==> src/rtl/mux2_pkg.sv <==
`default_nettype none
// ============================================================================
//  Module   : mux2_pkg
//  Purpose  : Shared constants and lock-state encoding for the 2:1 stream
//             merger (mux2_stream_arb) and its round-robin arbiter.
//  Options  : MUX2_PKT_LOCK_EN selects per-packet arbitration in rr_arb2.
//  Revision : 1.0  initial release
// ============================================================================
package mux2_pkg;

   localparam int   W_DEFAULT = 8;

   localparam logic SRC_I0 = 1'b0;
   localparam logic SRC_I1 = 1'b1;

   typedef enum logic [1:0] {
      IDLE  = 2'd0,
      LOCK0 = 2'd1,
      LOCK1 = 2'd2
   } lock_state_e;

endpackage
`default_nettype wire

==> src/rtl/rr_arb2.sv <==
`default_nettype none
// ============================================================================
//  Module   : rr_arb2
//  Purpose  : Two-requester round-robin arbiter. gnt is combinational and
//             one-hot (or zero); en marks a completed transfer from the
//             granted requester, lock_req says that beat is not the last of
//             its packet.
//  Options  : MUX2_PKT_LOCK_EN - hold the grant on one requester for the
//             whole packet; pointer advances only on the last beat.
//  Revision : 1.0  initial release
// ============================================================================
module rr_arb2
   import mux2_pkg::*;
(
   input  logic       clk,
   input  logic       rst,
   input  logic [1:0] req,
   input  logic       en,
   input  logic       lock_req,
   output logic [1:0] gnt
);

   logic       ptr_q, ptr_d;
   logic [1:0] elig;
   logic       gnt_src;

   assign gnt_src = gnt[1] ? SRC_I1 : SRC_I0;

`ifdef MUX2_PKT_LOCK_EN
   lock_state_e state_q, state_d;

   // While a packet owns the lane, only its source may be granted.
   always_comb begin
      elig = req;
      case (state_q)
         LOCK0:   elig = req & 2'b01;
         LOCK1:   elig = req & 2'b10;
         default: elig = req;
      endcase
   end

   // Lock FSM and pointer: both move only on packet boundaries.
   always_comb begin
      state_d = state_q;
      ptr_d   = ptr_q;
      if (en) begin
         case (state_q)
            IDLE: begin
               if (lock_req) state_d = (gnt_src == SRC_I1) ? LOCK1 : LOCK0;
            end
            LOCK0, LOCK1: begin
               if (!lock_req) state_d = IDLE;
            end
            default: state_d = IDLE;
         endcase
         if (!lock_req) ptr_d = ~gnt_src;
      end
   end

   // Lock state register.
   always_ff @(posedge clk) begin
      if (rst) state_q <= IDLE;
      else     state_q <= state_d;
   end
`else
   logic unused_lock_req;
   assign unused_lock_req = lock_req;

   // Every beat competes independently.
   always_comb begin
      elig = req;
   end

   // Pointer favours the other source after every transfer.
   always_comb begin
      ptr_d = ptr_q;
      if (en) ptr_d = ~gnt_src;
   end
`endif

   // Single eligible requester wins outright; a tie goes to the pointer.
   always_comb begin
      gnt = 2'b00;
      case (elig)
         2'b01:   gnt = 2'b01;
         2'b10:   gnt = 2'b10;
         2'b11:   gnt = ptr_q ? 2'b10 : 2'b01;
         default: gnt = 2'b00;
      endcase
   end

   // Round-robin pointer register; reset favours source 0.
   always_ff @(posedge clk) begin
      if (rst) ptr_q <= SRC_I0;
      else     ptr_q <= ptr_d;
   end

endmodule
`default_nettype wire

==> src/rtl/mux2_stream_arb.sv <==
`default_nettype none
// ============================================================================
//  Module   : mux2_stream_arb
//  Purpose  : 2:1 valid/ready stream merger with round-robin arbitration and
//             a registered output; y_sel tags each beat with its source.
//  Options  : MUX2_PKT_LOCK_EN - arbitrate per packet instead of per beat.
//  Revision : 1.0  initial release
// ============================================================================
module mux2_stream_arb
   import mux2_pkg::*;
#(
   parameter int W = W_DEFAULT
) (
   input  logic         clk,
   input  logic         rst,
   input  logic [W-1:0] i0_data,
   input  logic         i0_valid,
   input  logic         i0_last,
   output logic         i0_ready,
   input  logic [W-1:0] i1_data,
   input  logic         i1_valid,
   input  logic         i1_last,
   output logic         i1_ready,
   output logic [W-1:0] y_data,
   output logic         y_valid,
   output logic         y_last,
   output logic         y_sel,
   input  logic         y_ready
);

   logic [W-1:0] y_data_q, y_data_d;
   logic         y_valid_q, y_valid_d;
   logic         y_last_q, y_last_d;
   logic         y_sel_q, y_sel_d;

   logic         ld;
   logic [1:0]   gnt;
   logic         xfer;
   logic         lock_req;

   // Output register can take a beat when empty or being drained this cycle.
   assign ld       = !y_valid_q | y_ready;
   assign i0_ready = ld & gnt[0];
   assign i1_ready = ld & gnt[1];
   assign xfer     = ld & (gnt[0] | gnt[1]);
   assign lock_req = gnt[1] ? !i1_last : !i0_last;

   rr_arb2 u_arb (
      .clk      (clk),
      .rst      (rst),
      .req      ({i1_valid, i0_valid}),
      .en       (xfer),
      .lock_req (lock_req),
      .gnt      (gnt)
   );

   // Load the granted beat; an idle load cycle only clears valid.
   always_comb begin
      y_data_d  = y_data_q;
      y_valid_d = y_valid_q;
      y_last_d  = y_last_q;
      y_sel_d   = y_sel_q;
      if (ld) begin
         y_valid_d = xfer;
         if (gnt[1]) begin
            y_data_d = i1_data;
            y_last_d = i1_last;
            y_sel_d  = SRC_I1;
         end else if (gnt[0]) begin
            y_data_d = i0_data;
            y_last_d = i0_last;
            y_sel_d  = SRC_I0;
         end
      end
   end

   // Output register.
   always_ff @(posedge clk) begin
      if (rst) begin
         y_data_q  <= '0;
         y_valid_q <= 1'b0;
         y_last_q  <= 1'b0;
         y_sel_q   <= SRC_I0;
      end else begin
         y_data_q  <= y_data_d;
         y_valid_q <= y_valid_d;
         y_last_q  <= y_last_d;
         y_sel_q   <= y_sel_d;
      end
   end

   assign y_data  = y_data_q;
   assign y_valid = y_valid_q;
   assign y_last  = y_last_q;
   assign y_sel   = y_sel_q;

endmodule
`default_nettype wire
==> config.mk <==
export PLATFORM = sky130hd
export DESIGN_NAME = mux2_stream_arb
export DESIGN_NICKNAME = d
export VERILOG_FILES = /design/src/rtl/mux2_pkg.sv /design/src/rtl/rr_arb2.sv /design/src/rtl/mux2_stream_arb.sv
export SDC_FILE = /design/constraint.sdc
export NUM_CORES = 1
export LEC_CHECK = 0
export CORE_ASPECT_RATIO = 0.8
export CORE_UTILIZATION = 29
export DETAILED_ROUTE_END_ITERATION = 8
export HOLD_SLACK_MARGIN = 0.05
export PLACE_DENSITY = 0.71
export RECOVER_POWER = 25
export SYNTH_ARGS = -nofsm -noshare
export SYNTH_HDL_FRONTEND = slang
export SYNTH_SLANG_ARGS = --single-unit
==> constraint.sdc <==
create_clock -name clk -period 2.3 [get_ports clk]
set_clock_uncertainty 0.1 [all_clocks]
set_input_delay 0.345 -clock clk [delete_from_list [all_inputs] [get_ports clk]]
set_output_delay 0.345 -clock clk [all_outputs]
set_load 0.005 [all_outputs]
### After elaboration in Yosys (flattened, before gate mapping)

Index checks and enable logic that the tools add are counted.

* equal/unequal tests: 3
* muxes and demuxes: 9
* bitwise logic cells: 6
* reduce and logical (&&, ||, !) cells: 3

Operators by type and width (count)
* $mux W8: 2
* $pmux W2 S3: 1
* $mux W1: 5
* $eq A2 B2 Y1 const B: 2
* $and A1 B1 Y1: 3
* $eq A2 B1 Y1 const B: 1
* $mux W2: 1
* $or A1 B1 Y1: 2
* $reduce_and A2 Y1: 1
* $reduce_bool A2 Y1: 1
* $logic_not A1 Y1: 1
* $not A1 Y1: 1

* flip-flop bits (word level): 12
* input port bits: 23
* word-level logic and storage cells: 26

### Depth between registers and ports, before layout

Gate-level depths: netlist of run 1.

* depth in word-level cells: 4
* mapped depth: 4
* depth with buffers taken out: 3

### Modules after synthesis

Synthesis of run 1 repeated with hierarchy kept, for this count alone.

* cell total of the unflattened synthesis: 59
* area, all modules: 624.3 um^2

Modules (own cells, without submodules)
* mux2_stream_arb: times used 1, cells each 52, area an instance 563.0 um^2, seq. area each 220.2 um^2
* rr_arb2: times used 1, cells each 7, area an instance 61.3 um^2, seq. area each 20.0 um^2

### Least setup slack after synthesis of run 1

No wires, ideal clock.

* path kind: input to output
* from: input port y_ready
* to: output port i0_ready
* arrival: 0.828 ns
* data required time: 1.855 ns
* slack: 1.027 ns
* stages on the path: 3
* path through: nand2b_1 buf_2 and3_1

* longest elaborated chain between the ends: 2

RTL lines
* from (decl): line mux2_stream_arb.sv:28 `input logic y_ready`
* $or A1 B1 Y1: line mux2_stream_arb.sv:42 `assign ld = !y_valid_q | y_ready;`
* $and A1 B1 Y1: line mux2_stream_arb.sv:43 `assign i0_ready = ld & gnt[0];`
* to (decl): line mux2_stream_arb.sv:19 `output logic i0_ready,`

Every way passes these cells.

### Final worst setup path of run 1

Ends and elaborated chain as after synthesis.

==> results of run 1 <==
sequential cells by signal, summed over array words and instances (netlist names):
signal / count
y_last: 1
y_sel: 1
y_valid: 1
u_arb.ptr_q: 1
y_data: 8
synth_stat cells:
| cell type | count |
|---|---|
| sky130_fd_sc_hd__buf_2 | 4 |
| sky130_fd_sc_hd__and3_1 | 1 |
| sky130_fd_sc_hd__inv_1 | 2 |
| sky130_fd_sc_hd__nor2_2 | 1 |
| sky130_fd_sc_hd__a31oi_1 | 9 |
| sky130_fd_sc_hd__nand4_1 | 18 |
| sky130_fd_sc_hd__clkbuf_1 | 1 |
| sky130_fd_sc_hd__nand3_1 | 1 |
| sky130_fd_sc_hd__nand2_1 | 1 |
| sky130_fd_sc_hd__a21oi_1 | 3 |
| sky130_fd_sc_hd__buf_4 | 2 |
| sky130_fd_sc_hd__or3_1 | 1 |
| sky130_fd_sc_hd__nand2b_1 | 2 |
| sky130_fd_sc_hd__dfxtp_1 | 12 |
| sky130_fd_sc_hd__o21ai_1 | 11 |
| sky130_fd_sc_hd__inv_2 | 1 |
| sky130_fd_sc_hd__nor2b_2 | 1 |
path summary, 6_finish.rpt:
| kind | depth (start not counted) | end | slack, ns |
|---|---|---|---|
| worst max-delay path | 4 | i0_ready | 0.17 |
| worst min-delay path | 2 | y_sel | 0.39 |
| worst max register to register | 3 | y_data[6] | 0.74 |
| worst min register to register | 2 | y_sel | 0.39 |
critical path: stages:
cell,delay [ns]
sky130_fd_sc_hd__clkdlybuf4s50_1,0.48
sky130_fd_sc_hd__nand2b_1,0.18
sky130_fd_sc_hd__and3_1,0.18
sky130_fd_sc_hd__clkdlybuf4s50_1,0.50
cells by family after synthesis:
family                 Yosys count  synth area share [%]
AOI/OAI and AO/OA               23                  21.9
buffers and inverters           10                  8.66
DFF                             12                  41.6
and+or+nand+nor                 26                  27.9
final cells by class:
| type | instances | area, um2 | area share [%] |
|---|---|---|---|
| tap | 24 | 30.0 | 3.01 |
| sequential | 12 | 240 | 24.1 |
| multi-input combinational | 49 | 285 | 28.6 |
| timing repair buffer | 41 | 395 | 39.6 |
| inverter | 3 | 11.3 | 1.13 |
| clock buffer | 4 | 36.3 | 3.63 |
power breakdown:
group | internal, W | switching (W) | leakage, nW | total (W)
sequential | 0.000224 | 0.00000834 | 0.0993 | 0.000232
combinational | 0.0000839 | 0.0000543 | 0.254 | 0.000138
clock | 0.0000959 | 0.0000712 | 0.0210 | 0.000167
total | 0.000404 | 0.000134 | 0.374 | 0.000538
stage by stage:
step / cells / total power (W) / cell area, um2 / setup WS (ns)
after floorplan: 71 / 0.000290 / 578 / 1.03
after global placement: 129 / 0.000377 / 965 / 0.176
after detailed placement: 129 / 0.000378 / 965 / 0.160
after CTS: 133 / 0.000544 / 1000 / 0.147
after global routing: 133 / 0.000563 / 998 / 0.0748
final: 133 / 0.000538 / 998 / 0.168
layer usage:
layer	part of all wire, %	track usage, %	up-vias	wire length (um)
met5	0	0	-	0
met1	44	21.8	337	751
met3	7.2	5.13	0	123
met2	49	27.9	23	835
met4	0	3.78	0	0
li1	-	-	351	-
==> results.txt, run 1 <==
----------------------------------------------------
[Drt]
  Detailed-router iteration count before antenna repair ... 4
  Average routed wire per standard cell ... about 13 um
  Total number of vias ... between 700 and 800
  Via density per instance ... 5.35
  Starting DRT DRC Count ... 14
  Antenna-violating nets left ... 0
  Drt drc ... 0
  Total routed wirelength ... 1710 um

[Clock tree]
  Level count of the clock H-tree ... 1
  Clock Tree Buf Depth ... 2
  Number of CTS-inserted buffers ... 3
  TritonCTS clock tree ... built
  Gates resized, CTS repair ... 0
  Post-CTS Hold Buffers ... 0
  Worst-skew pair later-pin latency ... ~0.26 ns
  Count of clock tree sinks ... 12
  Post-CTS Repair Setup Buffers ... 0
  Worst-path clk slew ... 0.08 ns
  CTS root buf ... sky130_fd_sc_hd__clkbuf_4

[Die]
  Die ar. ... 2180 um2
  Count of boundary I/O pins ... 36
  Chip width ... 51.9 um
  Vertical extent of the die ... 41.9 um
  Initial Util ... between 30 and 40%
  Placeable core region ... 1870 um2
  Core Rows ... 14

[Outcome]
  Result of the run ... finished, final reports clean

[Setup path]
  Arrival @ worst endpoint ... 1.69 ns
  WP data required ... 1.86 ns
  Startpoint class of the critical path ... input port
  Endpoint kind of the worst setup timing path ... output pin
  Critical path origin ... y_ready
  Critical path class ... in -> out
  R2r startpoint ... y_valid
  Maximum fanout encountered on the critical timing path ... 4

[Global route]
  Global-route wire length before repair ... between 2000 and 3000 um
  Vias in the first global route ... between 700 and 800
  Aggregate global routing overflow ... 0
  Total global-route track usage ... 17.1%
  Number of antenna violations at the first check in global routing ... 0
  Pin count of the biggest net entering global routing ... 14

[Power and ir drop]
  Leak pwr ... between 0.3 and 0.4 nW
  VDD IR max ... 0.251 mV
  Power Density ... 539 nW/um2

[Layout]
  Final Core Density ... 53.3%
  Area growth syn-to-layout ... 72.7%
  Total inserted antenna cells ... 0
  Proportion of layout cells with a drive suffix above 1 ... 11.0%
  Commonest cells after routing, fill and taps aside ... sky130_fd_sc_hd__clkdlybuf4s50_1 (30), sky130_fd_sc_hd__nand4_1 (18), sky130_fd_sc_hd__dfxtp_1 (12)
  Filler cell count in the final layout ... 173
  Commonest non-fill, non-tap cell in the layout ... sky130_fd_sc_hd__clkdlybuf4s50_1
  Fin nets ... 133

[Logic synthesis]
  Top cell type's share of synthesized area ... 41.6%
  Number of unique standard cell types used by synthesis ... 17
  Share of the yosys chip area belonging to registers ... 41.6%
  Net Count, Synth ... 94
  Per-instance average area after synthesis ... 8.14 um2
  Instance count of the mapped netlist ... 71
  Combined area of all synthesized cells ... 578 um2
  Top cells by area in the synthesized netlist ... sky130_fd_sc_hd__dfxtp_1 (42%), sky130_fd_sc_hd__nand4_1 (19%), sky130_fd_sc_hd__a31oi_1 (9.7%)
  Syn. warnings ... 0
  #FFs+latches synth ... 12
  Post-synth top area cell ... sky130_fd_sc_hd__dfxtp_1

[Timing]
  Final number of hold-violating endpoints ... 0
  Final Setup Violations ... 0
  Slew HR ... 45.5%
  Crit share post-route ... a little over 90%
  Sum Neg Setup Slack ... 0 ns
  Post-route worst hold slack ... around 0.4 ns
  RSZ-0062 raised after global routing ... false
  Least-Margin Pin Slew ... 0.816 ns
  Timing-limited maximum frequency ... 469 MHz
  Number of max-slew violations in the final report ... 0
  Minimum clock period after layout ... approximately 2.1 ns

[Job]
  Max Cap Violations ... 0

[Place]
  Count of input and output buffers ... 35
  Final weighted congestion of routability-driven global placement ... 0.762

[Hold path]
  Class of the worst hold path ... reg -> reg
  Start point of the worst min-delay path ... y_sel

----------------------------------------------------
Note: power is estimated with default switching activity, not from simulation.
==> run 2: changes to the inputs <==
--- a/config.mk
+++ b/config.mk
@@ -13,4 +13,5 @@
 export RECOVER_POWER = 25
 export SYNTH_ARGS = -nofsm -noshare
 export SYNTH_HDL_FRONTEND = slang
+export SYNTH_HIERARCHICAL = 1
 export SYNTH_SLANG_ARGS = --single-unit
==> constraint.sdc (replaced) <==
create_clock -name clk -period 1.9 [get_ports clk]
set_clock_uncertainty 0.1 [all_clocks]
set_input_delay 0.285 -clock clk [delete_from_list [all_inputs] [get_ports clk]]
set_output_delay 0.285 -clock clk [all_outputs]
set_load 0.005 [all_outputs]
==> run 2 against run 1 <==
Effect of this change: total power rose by 31%; cell count shrank 6.8%; synthesized cell count is 17% lower; sequential share of layout area is 1.7 points lower; setup slack worse by 0.10 ns; highest routed layer unchanged; hold slack improved by 0.037 ns; routed wire length fell by 8.2%; via count shrank 18%; area after synthesis rose by 8.0%; largest power group unchanged.
==> results.txt, run 2 <==
----------------------------------------------------
[Logic synthesis]
  Simple-gate share of the synthesized area ... 8.82%
  Post-synth top area cell ... sky130_fd_sc_hd__dfxtp_1
  Per-instance average area after synthesis ... ~11 um2
  Synthesized-area fraction occupied by ao, oa, aoi and oai cells ... 31.5%
  Share of the yosys chip area belonging to registers ... 38.5%
  Combined area of all synthesized cells ... 624 um2
  Post-synth ARST share ... 0%
  Syn. warnings ... 6
  Predominant post-synthesis flop cell ... sky130_fd_sc_hd__dfxtp_1
  Cell with the most instances after synthesis ... sky130_fd_sc_hd__dfxtp_1
  Count of flip-flops with a built-in enable after synthesis ... 0
  Instance count of the mapped netlist ... 59
  #FFs+latches synth ... 12
  Largest family of logic cells by synthesized area ... compound AO/OA/AOI/OAI gates
  Share of cell area taken by muxes after synthesis ... around 14%
  Post-synthesis share of cell area spent on xor and xnor gates ... 0%
  Top cell type's share of synthesized area ... between 30% and 40%
  Net Count, Synth ... 82
  Top cells by area in the synthesized netlist ... sky130_fd_sc_hd__dfxtp_1 (38%), sky130_fd_sc_hd__a211oi_2 (18%), sky130_fd_sc_hd__mux2i_1 (14%)
  Number of unique standard cell types used by synthesis ... 17
  Adder and majority gate portion of the synthesized area ... 0%
  Synth top cells by count ... sky130_fd_sc_hd__dfxtp_1 (12), sky130_fd_sc_hd__a21oi_1 (10), sky130_fd_sc_hd__a211oi_2 (9), sky130_fd_sc_hd__mux2i_1 (9)

[Hold path]
  Class of the worst hold path ... reg -> reg

[Clock tree]
  Clock Tree Buf Depth ... 2
  Worst-skew pair later-pin latency ... roughly 0.26 ns
  CTS root buf ... sky130_fd_sc_hd__clkbuf_4
  Level count of the clock H-tree ... 1
  Count of clock tree sinks ... 12
  Worst-path clk slew ... 0.07 ns
  TritonCTS clock tree ... built
  Number of CTS-inserted buffers ... 3

[Setup path]
  Startpoint class of the critical path ... input port
  Maximum fanout encountered on the critical timing path ... 4
  Critical path class ... in -> out
  WP data required ... about 1.5 ns
  Endpoint kind of the worst setup timing path ... output pin
  Arrival @ worst endpoint ... 1.45 ns

[Drt]
  Via density per instance ... ~4.7
  Detailed-router iteration count before antenna repair ... 2
  Average routed wire per standard cell ... 12.7 um
  Drt drc ... 0
  Total routed wirelength ... about 1600 um
  Antenna-violating nets left ... 0
  Starting DRT DRC Count ... 2
  Total number of vias ... 584

[Layout]
  Post-route design area ... 1070 um2
  Multi-input combinational cell area ... 345 um2
  Commonest non-fill, non-tap cell in the layout ... sky130_fd_sc_hd__clkdlybuf4s50_1
  Area occupied by registers ... 240 um2
  Total inserted antenna cells ... 0
  Filler cell count in the final layout ... 181
  Commonest cells after routing, fill and taps aside ... sky130_fd_sc_hd__clkdlybuf4s50_1 (29), sky130_fd_sc_hd__dfxtp_1 (12), sky130_fd_sc_hd__a21oi_1 (10)
  Proportion of layout cells with a drive suffix above 1 ... 24.0%
  Area growth syn-to-layout ... 72.1%
  Final Core Density ... 55.3%
  Final Non-Filler Cells ... 124
  Number of flip-flops in the largest register ... 8
  Fin nets ... 125

[Global route]
  Number of antenna violations at the first check in global routing ... 0
  Vias in the first global route ... 561
  Aggregate global routing overflow ... 0
  Pin count of the biggest net entering global routing ... 13
  Total global-route track usage ... approximately 15%
  Global-route wire length before repair ... between 2000 and 3000 um

[Power and ir drop]
  VDD IR max ... roughly 0.32 mV
  Leak pwr ... 0.418 nW
  Power Density ... ~650 nW/um2

[Timing]
  Final Setup Violations ... 0
  Post-route worst hold slack ... 0.429 ns
  RSZ-0062 raised after global routing ... false
  Minimum clock period after layout ... 1.84 ns
  Least-Margin Pin Slew ... 0.359 ns
  Slew HR ... about three quarters
  Final number of hold-violating endpoints ... 0
  Timing-limited maximum frequency ... 545 MHz
  Number of max-slew violations in the final report ... 0
  Crit share post-route ... 96.6%

[Die]
  Initial Util ... 32.1%
  Die ar. ... 2340 um2
  Chip width ... 53.9 um
  Core Rows ... 14
  Vertical extent of the die ... 43.5 um
  Count of boundary I/O pins ... 36
  Placeable core region ... 1940 um2

[Job]
  Max Cap Violations ... 0

[Place]
  Total placed cells including tap cells ... 121
  HPWL Detailed ... around 1200 um
  Count of input and output buffers ... 35
  Placed Instance Area ... between 1000 and 1500 um2
  Final weighted congestion of routability-driven global placement ... 0.657

[Outcome]
  Result of the run ... finished, final reports clean

----------------------------------------------------
[run 2: cell count changes after synthesis, moves of 3 or more]
cell | previous run | this run
sky130_fd_sc_hd__a211oi_2 | 0 | 9
sky130_fd_sc_hd__a21oi_1 | 3 | 10
sky130_fd_sc_hd__a31oi_1 | 9 | 0
sky130_fd_sc_hd__buf_2 | 4 | 1
sky130_fd_sc_hd__mux2i_1 | 0 | 9
sky130_fd_sc_hd__nand4_1 | 18 | 0
sky130_fd_sc_hd__o21ai_1 | 11 | 0
[run 2: cell families (layout without fill, tap and decap cells)]
kind of cell	after synthesis	after routing
and+or+nand+nor	9	9
buffers and inverters	6	47
DFF	12	12
muxes	9	9
AOI/OAI and AO/OA	23	23
[run 2: report_power, final]
group          total, W  internal [W]  switching (W)
Clock          0.000150     0.0000732      0.0000772
Combinational  0.000258      0.000162      0.0000958
Sequential     0.000294      0.000280      0.0000145
[run 2: worst max-delay path: stages]
cell	delay [ns]
sky130_fd_sc_hd__clkdlybuf4s50_1	0.47
sky130_fd_sc_hd__nand2b_1	0.07
sky130_fd_sc_hd__and2_2	0.22
sky130_fd_sc_hd__and2_1	0.15
sky130_fd_sc_hd__dlygate4sd2_1	0.26
[run 2: timing repair]
action,CTS,global route
setup endpoints to repair,2,0
setup buffers,0,0
hold buffers,0,0
resized for setup,4,0
[run 2: final timing paths]
kind,from,cells past startpoint,to,slack (ns)
max,i0_valid,5,i1_ready,0.06
min,u_arb/ptr_q,2,u_arb/ptr_q,0.43
max reg2reg,u_arb/ptr_q,6,y_last,0.29
min reg2reg,u_arb/ptr_q,2,u_arb/ptr_q,0.43
[run 2: metrics by stage]
stage / setup TNS [ns] / setup WS, ns / power [W]
floorplan: 0 / 0.169 / 0.000419
global placement: -0.286 / -0.0958 / 0.000562
detailed placement: -0.567 / -0.130 / 0.000566
CTS: 0 / 0.0575 / 0.000716
global route: 0 / 0.0192 / 0.000750
finish: 0 / 0.0637 / 0.000703
[run 2: cell type report]
class	instances	area share [%]
Clock buffer	3	2.10
Sequential cell	12	22.4
Tap cell	24	2.79
Timing Repair Buffer	44	40.6
Multi-Input combinational cell	41	32.1
[run 2: metal layers]
| metal | vias to the layer above | global-route usage [%] | wire, um |
|---|---|---|---|
| met3 | 0 | 4.56 | 96 |
| met2 | 19 | 23.2 | 729 |
| met1 | 265 | 21.0 | 743 |
| li1 | 300 | - | - |
| met5 | - | 0 | 0 |
| met4 | 0 | 4.74 | 0 |
